### src/rtl/sram_port_arbiter.sv
// rtl/sram_port_arbiter.sv - round-robin arbiter sharing one 1-cycle SRAM port, with per-requester lock
module sram_port_arbiter #(
    parameter int NumReq    = 2,
    parameter int AddrWidth = 13,
    parameter int DataWidth = 64,
    parameter int IdxWidth  = $clog2(NumReq)
) (
    input  logic                            clk_i,
    input  logic                            rst_i,
    input  logic [NumReq-1:0]               req_i,
    input  logic [NumReq-1:0]               we_i,
    input  logic [NumReq-1:0]               lock_i,
    input  logic [NumReq*AddrWidth-1:0]     addr_i,
    input  logic [NumReq*DataWidth-1:0]     wdata_i,
    input  logic [NumReq*DataWidth/8-1:0]   be_i,
    output logic [NumReq-1:0]               gnt_o,
    output logic [NumReq-1:0]               rvalid_o,
    output logic [DataWidth-1:0]            rdata_o,
    output logic                            mem_req_o,
    output logic                            mem_we_o,
    output logic [AddrWidth-1:0]            mem_addr_o,
    output logic [DataWidth-1:0]            mem_wdata_o,
    output logic [DataWidth/8-1:0]          mem_be_o,
    input  logic [DataWidth-1:0]            mem_rdata_i
);

    localparam int BeWidth = DataWidth / 8;

    logic [IdxWidth-1:0] rr_ptr;
    logic [IdxWidth-1:0] lock_owner;
    logic                lock_owner_valid;
    logic                rsp_pending;
    logic [IdxWidth-1:0] rsp_idx;

    logic                gnt_valid;
    logic [IdxWidth-1:0] gnt_idx;
    logic [IdxWidth:0]   cand;

    // Lock owner wins while it keeps requesting; otherwise scan from rr_ptr with wrap.
    always_comb begin
        gnt_valid = 1'b0;
        gnt_idx   = '0;
        cand      = '0;
        if (lock_owner_valid && req_i[lock_owner]) begin
            gnt_valid = 1'b1;
            gnt_idx   = lock_owner;
        end else begin
            for (int k = 0; k < NumReq; k++) begin
                cand = {1'b0, rr_ptr} + (IdxWidth+1)'(k);
                if (cand >= (IdxWidth+1)'(NumReq)) begin
                    cand = cand - (IdxWidth+1)'(NumReq);
                end
                if (!gnt_valid && req_i[cand[IdxWidth-1:0]]) begin
                    gnt_valid = 1'b1;
                    gnt_idx   = cand[IdxWidth-1:0];
                end
            end
        end
    end

    always_comb begin
        gnt_o       = '0;
        mem_req_o   = gnt_valid;
        mem_we_o    = 1'b0;
        mem_addr_o  = '0;
        mem_wdata_o = '0;
        mem_be_o    = '0;
        if (gnt_valid) begin
            gnt_o[gnt_idx] = 1'b1;
            mem_we_o       = we_i[gnt_idx];
            mem_addr_o     = addr_i[int'(gnt_idx)*AddrWidth +: AddrWidth];
            mem_wdata_o    = wdata_i[int'(gnt_idx)*DataWidth +: DataWidth];
            mem_be_o       = be_i[int'(gnt_idx)*BeWidth +: BeWidth];
        end
    end

    always_ff @(posedge clk_i) begin
        if (rst_i) begin
            rr_ptr           <= '0;
            lock_owner       <= '0;
            lock_owner_valid <= 1'b0;
            rsp_pending      <= 1'b0;
            rsp_idx          <= '0;
        end else begin
            rsp_pending <= gnt_valid;
            rsp_idx     <= gnt_idx;
            if (gnt_valid) begin
                rr_ptr           <= (gnt_idx == IdxWidth'(NumReq-1)) ? '0 : gnt_idx + 1'b1;
                lock_owner_valid <= lock_i[gnt_idx];
                if (lock_i[gnt_idx]) begin
                    lock_owner <= gnt_idx;
                end
            end else begin
                lock_owner_valid <= 1'b0;
            end
        end
    end

    // A response still in flight when reset arrives is dropped immediately.
    always_comb begin
        rvalid_o = '0;
        if (rsp_pending && !rst_i) begin
            rvalid_o[rsp_idx] = 1'b1;
        end
    end

    assign rdata_o = mem_rdata_i;

endmodule

### config.mk
export PLATFORM = sky130hd
export DESIGN_NAME = sram_port_arbiter
export DESIGN_NICKNAME = d
export VERILOG_FILES = /design/src/rtl/sram_port_arbiter.sv
export SDC_FILE = /design/constraint.sdc
export NUM_CORES = 1
export LEC_CHECK = 0
export BUFFER_PORTS_ARGS = -buffer_cell sky130_fd_sc_hd__buf_4
export CELL_PAD_IN_SITES_DETAIL_PLACEMENT = 0
export CELL_PAD_IN_SITES_GLOBAL_PLACEMENT = 2
export CORE_AREA = 2 2 153 155
export DETAILED_ROUTE_END_ITERATION = 8
export DIE_AREA = 0 0 155 157
export GPL_TIMING_DRIVEN = 0
export PLACE_DENSITY_LB_ADDON = 0.1
export SETUP_SLACK_MARGIN = 0.5
export SYNTH_ARGS = -nofsm -noshare
export SYNTH_HDL_FRONTEND = slang
export SYNTH_SLANG_ARGS = --single-unit
### constraint.sdc
create_clock -name clk_i -period 3.1 [get_ports clk_i]
set_input_delay 0.93 -clock clk_i [delete_from_list [all_inputs] [get_ports clk_i]]
set_output_delay 0.93 -clock clk_i [all_outputs]
set_load 0.05 [all_outputs]
==> results of run 1 <==
[cell families (layout without fill, tap and decap cells)]
family	after synthesis	after routing	synth area share
simple gates	10	10	0.0350
buf+inv	86	434	0.385
compound gates	92	92	0.510
mux	1	1	0.00635
flops	5	5	0.0635
[worst min-delay path, cell delays in order, from the launching register on]
cell and delay, ns:
dfxtp_1 0.32, nor2_1 0.10, nor3_1 0.04
[metal layers]
metal	GRT usage	routed length, µm	up-vias
li1	-	-	1386
met5	0	0	-
met1	0.0963	4140	1381
met4	0.0137	133	0
met3	0.0267	1330	6
met2	0.195	7590	218
[final timing paths]
check | start | endpoint | slack [ns] | depth (start not counted)
worst max-delay path | req_i[1] | mem_wdata_o[53] | 0.09 | 8
worst min-delay path | rr_ptr | rr_ptr | 0.52 | 2
worst max register to register | lock_owner_valid | rsp_idx | 1.74 | 5
worst min register to register | rr_ptr | rr_ptr | 0.52 | 2
[layout by cell type (no fill, tap or decap), drive strengths merged]
cell,n
or2,1
clkbuf,8
and3b,1
o21a,1
a2111o,1
o31ai,1
dfxtp,5
o21ai,1
inv,2
nor2b,2
clkinv,1
nor3b,1
mux2i,1
a22o,86
buf,423
nor2,2
a21oi,1
nor3,1
a311o,1
nand2,2
[final cells by class]
type	instances	area [µm²]	area share
Buffer	83	737	0.121
Clock buffer	4	78.8	0.0129
Inverter	3	23.8	0.00390
Multi-Input combinational cell	103	1550	0.254
Sequential cell	5	100	0.0164
Tap cell	285	357	0.0585
Timing Repair Buffer	344	3250	0.533
[registers in the layout, summed over array words and instances (netlist names)]
name	flops
lock_owner	1
lock_owner_valid	1
rr_ptr	1
rsp_idx	1
rsp_pending	1
[report_power, final]
part           internal [mW]  leakage, nW  switching [mW]
Clock                  0.170       0.0382          0.0401
Sequential            0.0694       0.0415         0.00302
Combinational          0.775         3.02           0.871
[metrics by stage]
| stage | instances | power (mW) | setup WS (ns) | util |
|---|---|---|---|---|
| 4_1_cts | 825 | 1.87 | 0.0783 | 0.256 |
| 5_1_grt | 827 | 2.01 | 0.0480 | 0.271 |
| 6_report | 827 | 1.93 | 0.0906 | 0.271 |
| 2_1_floorplan | 194 | 0.927 | 0.300 | - |
| 3_3_place_gp | 811 | 1.40 | -0.413 | 0.209 |
| 3_5_place_dp | 811 | 1.40 | -0.471 | 0.209 |
[repair_timing]
action                                  4_1_cts  5_1_grt
pin swaps                                     7       11
resized for setup                           189       63
endpoints found under the setup margin       88       88
buffers inserted                              7        2
endpoints found under the hold margin         0        0
hold buffers                                  0        0
gates cloned                                  3        0
==> key figures, run 1 <==
Synthesis
  – Post-synthesis cell area: 1580 µm²
  – Top FF cell, synth: dfxtp_1
  – Synth top area share: 0.478
  – Mean post-synth cell area: 8.12 µm²
  – Top-count cell post-synth: a22o_1
  – Syn_nets: 436
  – Synth async-reset ratio: 0
  – Top post-synthesis cells by area: a22o_1 48%, buf_4 31%, dfxtp_1 6.4%, buf_6 2.9%, buf_2 2.5%
  – Cells after synthesis: 194
  – #FFs+latches synth: 5
  – Post-synthesis cell type count: 22
  – Register area share after synthesis: 0.0635
  – Post-synth EDFFs: 0
  – Synth cell count leaders: 86 x a22o_1, 65 x buf_4, 8 x buf_2, 6 x clkbuf_1, 5 x dfxtp_1
  – Synth area leader: a22o_1
  – Yosys warnings: 0

Floorplanning
  – Io pins: 397
  – Die Width: 155 µm
  – Die H: 157 µm
  – Area of the die: 24300 µm²
  – # rows: 55
  – Initial core utilization: 0.0700
  – Core area: 22500 µm²

STA
  – RSZ-0062 raised after global routing: yes
  – TNS Setup: 0 ns
  – Worst hold slack: 0.521 ns
  – Final Cycle Share: 0.971
  – Fmax: 332 MHz
  – Final Hold Viols: 0
  – Tmin final: 3.01 ns
  – Relative slew slack: 0.748
  – Slew @ Worst Pin: 0.370 ns
  – Setup violators final: 0
  – Worst Skew: 0.000108 ns
  – Slew Limit Fails: 0

Routing
  – DR pass1 iterations: 2
  – Antenna viol nets, final: 0
  – Routed WL per cell: 16.0 µm
  – Vias: 2991
  – DRC: 0
  – DR vias/cell: 3.62
  – Initial DRC count: 69
  – DRT Wirelength: 13.2 mm

Worst hold path
  – Hold Crit Class: reg2reg

Finish
  – Post-route cell area: 6090 µm²
  – Synth-to-Final Area Change: 287%
  – Net count reported at finish: 785
  – Layout cells sized above 1: 0.959
  – Antenna cell count: 0
  – Filler cell count in the final layout: 2409

Worst setup path
  – CP Max Fanout: 10
  – Slowest CP cell: a22o_2
  – Crit-path cells: buf_8 > clkinv_8 > o21a_1 > buf_6 > buf_12 > buf_12 > a22o_2 > buf_6
  – WP data required: 2.17 ns
  – Critical path type: in2out
  – Startpoint types: input port
  – Endpoint type of the worst setup path: primary output
  – CP max stage delay: 0.26 ns
  – Worst Path Buf+Inv: 6
  – Worst EP arrival: 2.08 ns
  – Crit path max-delay family: buffers and inverters

Run
  – Max Cap Viol: 0

GRT
  – GRT overflow: 0
  – Largest net degree at the start of global routing: 11
  – Antenna violations before repair: 0
  – GRT Total Usage: 0.0952
  – Vias in the first global route: 3104
  – First-pass GRT wire length: 17.9 mm

Placed design
  – GPL Wtd Cong: 0.709
  – Cell Area, Placed: 4690 µm²
  – DP HPWL: 11.0 mm
  – Port Buf Inserts: 332

Run status
  – Outcome: complete, no violations

Clock tree
  – H-tree levels: 1
  – Clock Tree Root: clkbuf_16
  – Num CTS Buffers: 3
  – Buffer levels on the longest clock path: 2
  – CTS tree: done
  – Sink Count: 5
  – Worst skew pair latency: 0.22 ns
  – CTS clock-pin slew for the worst setup and hold paths: 0.03 ns

Power and ir drop
  – Leakage power total: 3.10 nW
  – Peak supply drop: 0.138 mV
  – PwrDens: 317 nW/µm²
Power figures use the tool's default switching activity.
==> run 2: changes to the inputs <==
--- a/config.mk
+++ b/config.mk
@@ -6,6 +6,7 @@
 export NUM_CORES = 1
 export LEC_CHECK = 0
 export BUFFER_PORTS_ARGS = -buffer_cell sky130_fd_sc_hd__buf_4
+export CAP_MARGIN = 20
 export CELL_PAD_IN_SITES_DETAIL_PLACEMENT = 0
 export CELL_PAD_IN_SITES_GLOBAL_PLACEMENT = 2
 export CORE_AREA = 2 2 153 155
@@ -13,7 +14,6 @@
 export DIE_AREA = 0 0 155 157
 export GPL_TIMING_DRIVEN = 0
 export PLACE_DENSITY_LB_ADDON = 0.1
-export SETUP_SLACK_MARGIN = 0.5
 export SYNTH_ARGS = -nofsm -noshare
 export SYNTH_HDL_FRONTEND = slang
 export SYNTH_SLANG_ARGS = --single-unit
==> run 2 against run 1 <==
  * First-iteration DRC count fell by 13%
  * Critical path type unchanged
  * Largest power group unchanged
  * Clock skew barely moved
  * Sequential power decreased by 0.7%
  * Via count decreased by 3.5%
  * Global-route usage decreased by 0.83 points
  * Design area down 24%
  * Clock power about the same
==> key figures, run 2 (synthesized netlist as in run 1, its figures left out) <==
Worst hold path
  – Hold Crit Class: reg2reg
  – Worst Hold End: rr_ptr
  – Hold Path Depth: 2 (unchanged)
  – Min-delay src: rr_ptr

Finish
  – Antenna cell count: 0 (unchanged)
  – Layout Cells excl Fill: 815 (-1.5%)
  – Final core area utilization: 0.207 (-0.0637)
  – Commonest non-fill, non-tap cell in the layout: buf_4
  – Layout cells sized above 1: 0.792 (-0.167)
  – Post-route cell area: 4660 µm² (-24%)
  – Most frequent cells in the layout: 367 x buf_4, 86 x a22o_1, 34 x buf_6, 6 x buf_2, 6 x clkbuf_2
  – Synth-to-Final Area Change: 196%
  – Net count reported at finish: 773 (-1.5%)

Routing
  – Vias: 2887 (-3.5%)
  – Initial DRC count: 60 (-13%)
  – Met1 wire length: 3.58 mm (-13%)
  – Metal3 WL: 1.35 mm (+1.5%)
  – DR vias/cell: 3.54 (-2.1%)
  – Routed WL per cell: 15.1 µm (-5.6%)
  – Top Layer Used: met4
  – Met2 routed WL: 7.27 mm (-4.3%)
  – DRC: 0 (unchanged)
  – DRT Wirelength: 12.3 mm (-7.0%)
  – Antenna viol nets, final: 0 (unchanged)
  – DR pass1 iterations: 4 (+2)

GRT
  – GRT Total Usage: 0.0869 (-0.00829)
  – First-pass GRT wire length: 16.4 mm (-8.4%)
  – Antenna violations before repair: 0 (unchanged)
  – GRT overflow: 0 (unchanged)
  – Largest net degree at the start of global routing: 18 (+7)
  – Vias in the first global route: 2880 (-7.2%)

Floorplanning
  – Die H: 157 µm (unchanged)
  – Die Width: 155 µm (unchanged)
  – Io pins: 397 (unchanged)
  – Initial core utilization: 0.0700 (unchanged)
  – Area of the die: 24300 µm² (unchanged)
  – # rows: 55 (unchanged)
  – Core area: 22500 µm² (unchanged)

Placed design
  – GPL Wtd Cong: 0.706 (-0.42%)
  – Cell Area, Placed: 4420 µm² (-5.8%)
  – # placed instances: 811 (unchanged)
  – Place WS: -0.515 ns (-0.0439 ns)
  – Port Buf Inserts: 332 (unchanged)
  – DP HPWL: 11.0 mm (+0.22%)

STA
  – Setup violators final: 0 (unchanged)
  – Worst hold slack: 0.513 ns (-0.00805 ns)
  – TNS Setup: 0 ns (unchanged)
  – Tmin final: 3.02 ns (+0.00648 ns)
  – Slew Limit Fails: 0 (unchanged)
  – Final Hold Viols: 0 (unchanged)
  – Worst Skew: 0.000378 ns (+0.000270 ns)
  – RSZ-0062 raised after global routing: no
  – Fmax: 332 MHz (-0.21%)
  – Setup ws final: 0.0842 ns (-0.00648 ns)
  – Relative slew slack: 0.667 (-0.0812)
  – Slew @ Worst Pin: 0.486 ns (+0.115 ns)
  – Final Cycle Share: 0.973 (+0.00209)

Worst setup path
  – Endpoint type of the worst setup path: primary output
  – Critical path type: in2out
  – Worst R2R End: rr_ptr
  – Worst EP arrival: 2.09 ns (about the same)
  – WP data required: 2.17 ns (about the same)
  – Startpoint types: input port
  – CP Max Fanout: 10 (unchanged)
  – Worst reg-to-reg path cell count: 5 (unchanged)
  – Register-to-register setup slack: 1.54 ns (-0.20 ns)
  – Worst flop-to-flop path startpoint: lock_owner_valid

Power and ir drop
  – Internal Power: 0.754 mW (-26%)
  – Switch share: 0.521 (+0.0468)
  – Total chip power: 1.57 mW (-18%)
  – PwrDens: 338 nW/µm² (+6.6%)
  – Leakage power total: 2.51 nW (-19%)
  – NetSw: 0.819 mW (-10%)
  – Peak supply drop: 0.121 mV (-12%)
  – Reg power frac: 0.046 (+0.008)
  – Combinational power share: 0.821 (-0.032)
  – Clock Power Share: 0.133 (+0.024)

Clock tree
  – CTS tree: done
  – Clock Tree Root: clkbuf_16
  – Num CTS Buffers: 3 (unchanged)
  – Worst skew pair latency: 0.22 ns (about the same)
  – CTS clock-pin slew for the worst setup and hold paths: 0.03 ns (about the same)
  – H-tree levels: 1 (unchanged)
  – Sink Count: 5 (unchanged)
  – Buffer levels on the longest clock path: 2 (unchanged)
  – Post-CTS Hold Fix Bufs: 0 (unchanged)

Run
  – Max Cap Viol: 0 (unchanged)

Run status
  – Outcome: complete, no violations
run 2: changes by cell type in the layout (fill, tap and decap cells not counted), moves of 11 or more:
| cell | delta |
|---|---|
| a22o_1 | +86 |
| buf_12 | -11 |
| a22o_2 | -12 |
| buf_8 | -62 |
| a22o_4 | -74 |
| buf_4 | +53 |
run 2: power groups by stage:
| stage | clock network, mW | logic, mW | registers (mW) |
|---|---|---|---|
| 6_report | 0.209 | 1.29 | 0.0719 |
| 5_1_grt | 0.221 | 1.35 | 0.0724 |
| 4_1_cts | 0.213 | 1.31 | 0.0721 |
| 3_5_place_dp | 0 | 1.27 | 0.0729 |
| 3_3_place_gp | 0 | 1.27 | 0.0727 |
| 2_1_floorplan | 0 | 0.797 | 0.0721 |
run 2: routing by layer:
layer | vias to the layer above | track usage
li1 | 1356 | -
met1 | 1307 | 0.0773
met2 | 218 | 0.190
met3 | 6 | 0.0275
met4 | 0 | 0.0106
met5 | - | 0
run 2: what timing repair did:
action                     in CTS  in global routing
gates resized for setup        41                  1
buffers inserted                1                  0
cloned                          0                  0
pin swaps                       0                  2
setup endpoints to repair      87                 34
run 2: area by class of cell:
| cell class | count | area, µm² |
|---|---|---|
| inverters | 3 | 13.8 |
| flip-flops and latches | 5 | 100 |
| well taps | 285 | 357 |
| clock buffers | 4 | 78.8 |
| multi-input cells | 103 | 876 |
| plain buffers | 82 | 608 |
| repair buffers | 333 | 2630 |
| fillers | 2562 | 17800 |
run 2: critical path: stages:
cell and delay [ns]:
buf_4 0.11, inv_4 0.04, o21a_1 0.18, buf_6 0.14, buf_8 0.14, buf_6 0.14, a22o_1 0.24, buf_6 0.15
run 2: how the worst max path moves through the flow:
stage               startpoint         endpoint  cells after the start
finish                req_i[1]  mem_wdata_o[54]                      8
global route          req_i[1]   mem_wdata_o[2]                      7
CTS                   req_i[1]  mem_wdata_o[54]                      8
detailed placement    req_i[1]      mem_be_o[6]                      6
global placement      req_i[1]  mem_wdata_o[28]                      6
floorplan             req_i[1]   mem_addr_o[10]                      4
==> run 3: changes to the inputs <==
--- a/config.mk
+++ b/config.mk
@@ -13,7 +13,7 @@
 export DETAILED_ROUTE_END_ITERATION = 8
 export DIE_AREA = 0 0 155 157
 export GPL_TIMING_DRIVEN = 0
-export PLACE_DENSITY_LB_ADDON = 0.1
+export PLACE_DENSITY = 0.84
 export SYNTH_ARGS = -nofsm -noshare
 export SYNTH_HDL_FRONTEND = slang
 export SYNTH_SLANG_ARGS = --single-unit
==> constraint.sdc (replaced) <==
create_clock -name clk_i -period 3.75 [get_ports clk_i]
set_input_delay 1.125 -clock clk_i [delete_from_list [all_inputs] [get_ports clk_i]]
set_output_delay 1.125 -clock clk_i [all_outputs]
set_load 0.05 [all_outputs]
==> run 3 against run 2 <==
  * Core utilization is 0.54 points lower
  * Sequential share of layout area increased by 0.057 points
  * Setup slack better by 0.0032 ns
  * First-iteration DRC count up 87%
  * Non-clock buffer count is 2 higher
  * Design area shrank 2.6%
  * Power fell by 18%
  * Clock power fell by 16%
  * Final cell count increased by 0.25%
  * Sequential power down 18%
  * Flip-flop and latch count unchanged
  * Critical path depth unchanged
==> key figures, run 3 (synthesized netlist as in run 1, its figures left out) <==
Run status
  – Outcome: complete, no violations

GRT
  – GRT Total Usage: 0.0851 (-0.00173)
  – Antenna violations before repair: 2 (+2)
  – Met1 Usage GRT: 0.107 (+0.0297)
  – Met2 usage in global routing: 0.153 (-0.0370)
  – Largest net degree at the start of global routing: 11 (-7)
  – Vias in the first global route: 2735 (-5.0%)
  – GRT overflow: 0 (unchanged)
  – GR peak layer: met2
  – GRT met3 Usage: 0.0204 (-0.00716)
  – First-pass GRT wire length: 15.9 mm (-2.9%)

Routing
  – Routed WL per cell: 14.9 µm (-1.4%)
  – Antenna viol nets, final: 0 (unchanged)
  – Vias: 2896 (+0.31%)
  – Initial DRC count: 112 (+87%)
  – DRT Wirelength: 12.1 mm (-1.1%)
  – DR vias/cell: 3.54 (about the same)
  – DRC: 0 (unchanged)
  – DR pass1 iterations: 4 (unchanged)

STA
  – Setup violators final: 0 (unchanged)
  – Final Cycle Share: 0.977
  – Fmax: 273 MHz
  – Worst Skew: 0.0000881 ns (-0.000289 ns)
  – Tmin final: 3.66 ns
  – Final Hold Viols: 0 (unchanged)
  – Slew @ Worst Pin: 0.472 ns (-0.0142 ns)
  – RSZ-0062 raised after global routing: no
  – Relative slew slack: 0.677 (+0.00976)
  – Slew Limit Fails: 0 (unchanged)
  – Setup ws final: 0.0874 ns (+0.00319 ns)
  – TNS Setup: 0 ns (unchanged)

Clock tree
  – CTS clock-pin slew for the worst setup and hold paths: 0.03 ns (about the same)
  – H-tree levels: 1 (unchanged)
  – Worst skew pair latency: 0.23 ns (about the same)
  – Buffer levels on the longest clock path: 2 (unchanged)
  – Post-CTS Hold Fix Bufs: 0 (unchanged)
  – CTS tree: done
  – Sink Count: 5 (unchanged)
  – Clock Tree Root: clkbuf_16
  – Num CTS Buffers: 3 (unchanged)

Worst setup path
  – Critical path type: in2out
  – Worst flop-to-flop path startpoint: lock_owner_valid
  – Startpoint types: input port
  – Endpoint type of the worst setup path: primary output
  – Worst EP arrival: 2.54 ns (+0.45 ns)
  – CP Max Fanout: 10 (unchanged)
  – Worst reg-to-reg path cell count: 5 (unchanged)
  – Register-to-register setup slack: 2.26 ns (+0.72 ns)
  – WP data required: 2.62 ns (+0.45 ns)
  – Worst R2R End: rsp_idx

Floorplanning
  – Die Width: 155 µm (unchanged)
  – Io pins: 397 (unchanged)
  – Initial core utilization: 0.0700 (unchanged)
  – Die H: 157 µm (unchanged)
  – Core area: 22500 µm² (unchanged)
  – # rows: 55 (unchanged)
  – Area of the die: 24300 µm² (unchanged)

Worst hold path
  – Min-delay src: rr_ptr
  – Worst Hold End: rr_ptr
  – Hold Crit Class: reg2reg
  – Hold Path Depth: 2 (unchanged)

Placed design
  – GPL Wtd Cong: 0.731 (+3.5%)
  – Port Buf Inserts: 332 (unchanged)
  – # placed instances: 811 (unchanged)
  – Cell Area, Placed: 4420 µm² (unchanged)
  – Place WS: -0.316 ns (+0.199 ns)
  – DP HPWL: 10.7 mm (-2.6%)

Finish
  – Commonest non-fill, non-tap cell in the layout: buf_4
  – Most frequent cells in the layout: 400 x buf_4, 86 x a22o_1, 7 x buf_2, 5 x dfxtp_1
  – Filler cell count in the final layout: 2552 (-0.39%)
  – Antenna cell count: 0 (unchanged)
  – Synth-to-Final Area Change: 188%
  – FF/Latch Area: 100 µm² (unchanged)
  – Final core area utilization: 0.202 (-0.00539)
  – Layout cells sized above 1: 0.789 (-0.00298)
  – Layout Cells excl Fill: 817 (+0.25%)
  – Post-route cell area: 4540 µm² (-2.6%)
  – Net count reported at finish: 775 (+0.26%)
  – Multi-input gate area: 876 µm² (unchanged)

Power and ir drop
  – Peak supply drop: 0.0988 mV (-18%)
  – Leakage power total: 2.47 nW (-1.6%)
  – PwrDens: 284 nW/µm² (-16%)

Run
  – Max Cap Viol: 0 (unchanged)
run 3: where the power goes:
group | switching [mW] | total, mW | internal [mW]
combinational | 0.649 | 1.05 | 0.404
sequential | 0.00193 | 0.0593 | 0.0574
clock | 0.0343 | 0.175 | 0.141
total | 0.685 | 1.29 | 0.602
run 3: final cells by class:
cell class	count	share of cell area
inverters	3	0.00331
repair buffers	334	0.553
plain buffers	83	0.133
well taps	285	0.0786
multi-input cells	103	0.193
clock buffers	4	0.0174
flip-flops and latches	5	0.0221
run 3: worst max-delay path by stage:
| stage | from | to | slack, ns |
|---|---|---|---|
| after floorplan | req_i[1] | mem_addr_o[10] | 0.32 |
| after global placement | req_i[1] | mem_wdata_o[60] | -0.31 |
| after detailed placement | req_i[1] | mem_wdata_o[60] | -0.32 |
| after CTS | req_i[1] | mem_wdata_o[41] | 0.05 |
| after global routing | req_i[1] | mem_wdata_o[50] | 0.01 |
| final | req_i[1] | mem_wdata_o[41] | 0.09 |
run 3: layer usage:
| metal | up-vias | part of all wire | wire (µm) |
|---|---|---|---|
| met1 | 1317 | 0.39 | 4670 |
| met2 | 208 | 0.51 | 6160 |
| met3 | 8 | 0.10 | 1240 |
| met5 | - | 0.0019 | 23 |
| li1 | 1359 | - | - |
| met4 | 4 | 0.0030 | 36 |
run 3: what timing repair did:
item,in CTS,in global routing
setup endpoints to repair,79,12
pin swaps,0,0
setup buffers,2,0
resized for setup,4,5
run 3: per-stage QoR:
step                total power, mW  hold WS [ns]
floorplan                     0.719         0.477
global placement               1.11         0.495
detailed placement             1.11         0.501
CTS                            1.30         0.508
global route                   1.34         0.538
finish                         1.29         0.507
run 3: worst max-delay path: stages:
cell and delay, ns:
buf_4 0.11, clkinvlp_4 0.12, o21a_1 0.19, buf_2 0.18, buf_6 0.18, buf_6 0.15
a22o_1 0.27, buf_4 0.20
